==> config.mk <==
export PLATFORM = sky130hd
export DESIGN_NAME = button_debouncer
export DESIGN_NICKNAME = d
export VERILOG_FILES = /design/src/rtl/button_debouncer.sv
export SDC_FILE = /design/constraint.sdc
export NUM_CORES = 1
export LEC_CHECK = 0
export CAP_MARGIN = 20
export CORE_ASPECT_RATIO = 1.5
export CORE_MARGIN = 3
export CORE_UTILIZATION = 35
export CTS_BUF_LIST = sky130_fd_sc_hd__clkbuf_2
export CTS_CLUSTER_SIZE = 28
export DETAILED_ROUTE_END_ITERATION = 8
export PLACE_DENSITY = 0.53
export SKIP_LAST_GASP = 1
export SYNTH_ARGS = -nofsm -noshare
export SYNTH_HDL_FRONTEND = slang
export SYNTH_SLANG_ARGS = --single-unit
==> constraint.sdc <==
create_clock -name clock -period 2.85 [get_ports clock]
set_clock_uncertainty 0.2 [all_clocks]
set_input_delay 0.855 -clock clock [delete_from_list [all_inputs] [get_ports clock]]
set_output_delay 0.855 -clock clock [all_outputs]
set_load 0.005 [all_outputs]
==> src/rtl/button_debouncer.sv <==
// button_debouncer: synchronizes a raw active-low push-button and debounces it to button_n_clean.
// Define DEBOUNCER_EDGE_PULSE_EN to add registered one-cycle pressed/released pulses.
module button_debouncer #(
    parameter int SYNC_STAGES     = 2,
    parameter int DEBOUNCE_CYCLES = 1_000_000
) (
    input  logic clock,
    input  logic reset_n,
    input  logic button_n,
`ifdef DEBOUNCER_EDGE_PULSE_EN
    output logic pressed,
    output logic released,
`endif
    output logic button_n_clean
);

    // state       | meaning
    // STABLE_HIGH | button released, output 1, waiting for a low at sync_out
    // CHECK_LOW   | sync_out low, counting stable cycles before declaring a press
    // STABLE_LOW  | button pressed, output 0, waiting for a high at sync_out
    // CHECK_HIGH  | sync_out high, counting stable cycles before declaring a release

    localparam int CW = $clog2(DEBOUNCE_CYCLES + 1);
    localparam logic [CW-1:0] CNT_MAX = CW'(DEBOUNCE_CYCLES);
    localparam logic [CW-1:0] CNT_ONE = CW'(1);

    typedef enum logic [1:0] {
        STABLE_HIGH = 2'd0,
        CHECK_LOW   = 2'd1,
        STABLE_LOW  = 2'd2,
        CHECK_HIGH  = 2'd3
    } state_t;

    logic [SYNC_STAGES-1:0] sync_q;
    logic                   sync_out;
    state_t                 state_q, state_d;
    logic [CW-1:0]          cnt_q, cnt_d;
    logic                   clean_q, clean_d;

    // Idle level of the pin is 1, so the chain resets to 1 to avoid a fake press.
    always_ff @(posedge clock or negedge reset_n) begin
        if (!reset_n) begin
            sync_q <= '1;
        end else begin
            sync_q <= {sync_q[SYNC_STAGES-2:0], button_n};
        end
    end

    assign sync_out = sync_q[SYNC_STAGES-1];

    always_ff @(posedge clock or negedge reset_n) begin
        if (!reset_n) begin
            state_q <= STABLE_HIGH;
            cnt_q   <= '0;
            clean_q <= 1'b1;
        end else begin
            state_q <= state_d;
            cnt_q   <= cnt_d;
            clean_q <= clean_d;
        end
    end

    always_comb begin
        state_d = state_q;
        cnt_d   = cnt_q;
        clean_d = clean_q;
        case (state_q)
            STABLE_HIGH: begin
                if (!sync_out) begin
                    state_d = CHECK_LOW;
                    cnt_d   = CNT_ONE;
                end
            end
            CHECK_LOW: begin
                if (sync_out) begin
                    state_d = STABLE_HIGH;
                    cnt_d   = '0;
                end else if (cnt_q == CNT_MAX) begin
                    state_d = STABLE_LOW;
                    cnt_d   = '0;
                    clean_d = 1'b0;
                end else begin
                    cnt_d = cnt_q + CNT_ONE;
                end
            end
            STABLE_LOW: begin
                if (sync_out) begin
                    state_d = CHECK_HIGH;
                    cnt_d   = CNT_ONE;
                end
            end
            CHECK_HIGH: begin
                if (!sync_out) begin
                    state_d = STABLE_LOW;
                    cnt_d   = '0;
                end else if (cnt_q == CNT_MAX) begin
                    state_d = STABLE_HIGH;
                    cnt_d   = '0;
                    clean_d = 1'b1;
                end else begin
                    cnt_d = cnt_q + CNT_ONE;
                end
            end
            default: begin
                state_d = STABLE_HIGH;
                cnt_d   = '0;
                clean_d = 1'b1;
            end
        endcase
    end

    assign button_n_clean = clean_q;

`ifdef DEBOUNCER_EDGE_PULSE_EN
    logic pressed_q, pressed_d;
    logic released_q, released_d;

    // Pulses are registered alongside the level, so each covers the cycle after the output edge.
    assign pressed_d  = clean_q & ~clean_d;
    assign released_d = ~clean_q & clean_d;

    always_ff @(posedge clock or negedge reset_n) begin
        if (!reset_n) begin
            pressed_q  <= 1'b0;
            released_q <= 1'b0;
        end else begin
            pressed_q  <= pressed_d;
            released_q <= released_d;
        end
    end

    assign pressed  = pressed_q;
    assign released = released_q;
`endif

endmodule

==> flow_metrics.tcl <==
set metrics [dict create \
    drv_slew 0 \
    htreeDepth 1 \
    regToRegEndpoint "cnt_q[18]" \
    drtIter0Drc 69 \
    grt_pass1_vias 1225 \
    antenna_left 0 \
    globalRouteOverflowTotal 0 \
    grt_pass1_wl_um 5960 \
    layout_commonest_cell "dfrtp_1" \
    cts_tree "yes" \
    layout-drive-gt1-share_pct 11.2 \
    antenna_found_initial 0 \
    clock_path_buffers 2 \
    wl_per_cell_um 16.3 \
    worst_slack_ps 313 \
    relSlewSlack_pct 50.5 \
    postSynthAreaPerCell_um2 9.28 \
    wl_um 3350 \
    status "finished clean" \
    worst-r2r-cell-count 6 \
    worstPathArrival_ps 1480 \
    root_buffer "clkbuf_2" \
    clk_latency_ps 370 \
    crit_end "button_n_clean" \
    crit_path_max_fanout 3 \
    die_height_um 87.2 \
    async_flop_share_pct 100 \
    rsz0062_at_grt "false" \
    cts_num_sinks 25 \
    dieWidth_um 60.2 \
    hold_path_class "register to register" \
    initial_core_util_pct 37.6 \
    vias 1217 \
    cap_viol_max_count 0 \
    synth_ff_type "dfrtp_1" \
    setup_violations 0 \
    fmax_mhz 394 \
    numCtsBuffers 3 \
    core_area_um2 4100 \
    clk_pin_slew_ps 270 \
    min-delay-start "sync_q[0]" \
    fillers 406 \
    diodes 0 \
    yosysTopAreaCellShare_pct 35.7 \
    drt_first_pass_iters 5 \
    synth_edf_count 0 \
    max_slew.worst_pin.slew_ps 740 \
    cp.depth 1 \
    grt_max_degree 26 \
    ir_worst_vdd_v 0.000334 \
    num_io_pins 4 \
    crit_chain "clkdlybuf4s50_1" \
    worst-path-buf-inv 1 \
    crit_type "register to output port" \
    yosysWarningCount 0 \
    setup_tns_ps 0 \
    netlist_top_cells_area "dfrtp_1 (36%), dfstp_2 (5.1%), nand2_1 (4.6%)" \
    die_area_um2 5250 \
    yosysUniqueCellTypes 50 \
    power.leakage_nw 0.672 \
    portBuffers 3 \
    end_kind "output port" \
    yosysTopAreaCell "dfrtp_1" \
    synth_fp_nets 171 \
    fin_crit_ps 2540 \
    postCtsResizedCells 0 \
    rows 28 \
    mostFrequentLayoutCells "dfrtp_1 (22), nand2_1 (19), nand3_1 (12)" \
    netlist_area_um2 1540 \
    pwr_density_cell_nw_per_um2 609 \
    dp_hpwl_um 2440 \
    cts_hold_buffers 0 \
    viasPerCell 5.91 \
    cp_top_family "flip-flops" \
    critPathMaxStageDelay_ps 620 \
    synthCells 166 \
    cp.required_ps 1800 \
    gp_congestion 0.772 \
    ys_seq_area_share_pct 40.9 \
    pre_cts_ws_ps 467 \
    cts_setup_buffers 0 \
    cp-start-kind "register" \
    grt.total_usage_pct 14.9 \
    route.detailed.drc 0 \
    rrSetupSlack_ps 410 \
    hold_violations 0 \
    slowest_stage "dfstp_2" \
    nets 167 \
    syn_to_final_growth_pct 1.95 \
    critPathLaunch "button_n_clean" \
    layout_worst_path_cycle_share_pct 89.0 \
    synth_seq_cells 25 \
]
power breakdown:
| part | internal (mW) | leakage, nW | switching (mW) | total (mW) |
|---|---|---|---|---|
| clock network | 0.0318 | 0.0164 | 0.119 | 0.150 |
| logic | 0.141 | 0.325 | 0.226 | 0.368 |
| registers | 0.389 | 0.331 | 0.0500 | 0.439 |
| total | 0.562 | 0.672 | 0.395 | 0.956 |
state kept, by name, indices dropped and copies added (netlist names), named ones only:
signal          cells
sync_q              2
cnt_q              20
button_n_clean      1
state_q             1
per-stage QoR:
stage	instances	total power, mW	instance area, um^2	utilization (%)	hold slack (ps)
floorplan	166	0.737	1540	-	145
global placement	202	0.802	1550	37.8	157
detailed placement	202	0.816	1550	37.8	156
CTS	206	0.959	1570	38.3	184
global route	206	1.03	1570	38.3	186
finish	206	0.956	1570	38.3	183
kinds of logic after synthesis:
family | after synthesis | synth area share (%)
AND/OR/NAND/NOR | 79 | 30.1
buffers and inverters | 21 | 8.45
AO/OA/AOI/OAI | 32 | 14.9
adder cells (fa/ha/maj) | 2 | 1.62
multiplexers | 1 | 0.650
flip-flops | 25 | 40.9
XOR/XNOR | 6 | 3.41
synthesized netlist by cell type, types with 2 or more instances:
| master | number |
|---|---|
| and4_1 | 3 |
| o21ai_1 | 3 |
| clkbuf_2 | 2 |
| nor3b_1 | 4 |
| nor4_1 | 5 |
| buf_4 | 4 |
| nand2_1 | 19 |
| dfrtp_1 | 22 |
| nor3_1 | 5 |
| inv_1 | 7 |
| buf_2 | 3 |
| nand4_1 | 4 |
| dfstp_2 | 3 |
| ha_1 | 2 |
| nand3_1 | 12 |
| or3_1 | 4 |
| a21o_1 | 7 |
| buf_6 | 4 |
| and2_1 | 2 |
| and3_1 | 4 |
| nor2_1 | 5 |
| o21ai_0 | 9 |
| a31oi_1 | 2 |
| xnor2_1 | 5 |
metal layers:
metal / share of wire (%) / global-route usage [%]
met2: 51 / 25.7
met5: 0 / 0
met3: 3.0 / 1.63
met4: 4.2 / 7.26
met1: 42 / 17.9
how the worst min path moves through the flow:
stage                end  slack, ps  cells past startpoint
2_1_floorplan  sync_q[1]        150                      0
3_3_place_gp   sync_q[1]        160                      0
3_5_place_dp   sync_q[1]        160                      0
4_1_cts        sync_q[1]        180                      0
5_1_grt        sync_q[1]        190                      0
6_report       sync_q[1]        180                      0
area by class of cell:
type,count,area (um^2),area share [%]
multi-input combinational,120,781,49.7
sequential,25,629,40.1
timing repair buffer,5,57.6,3.67
tap,45,56.3,3.59
inverter,7,26.3,1.67
clock buffer,3,15.0,0.956
clock inverter,1,5.00,0.319
(Power assumes the default switching activity.)
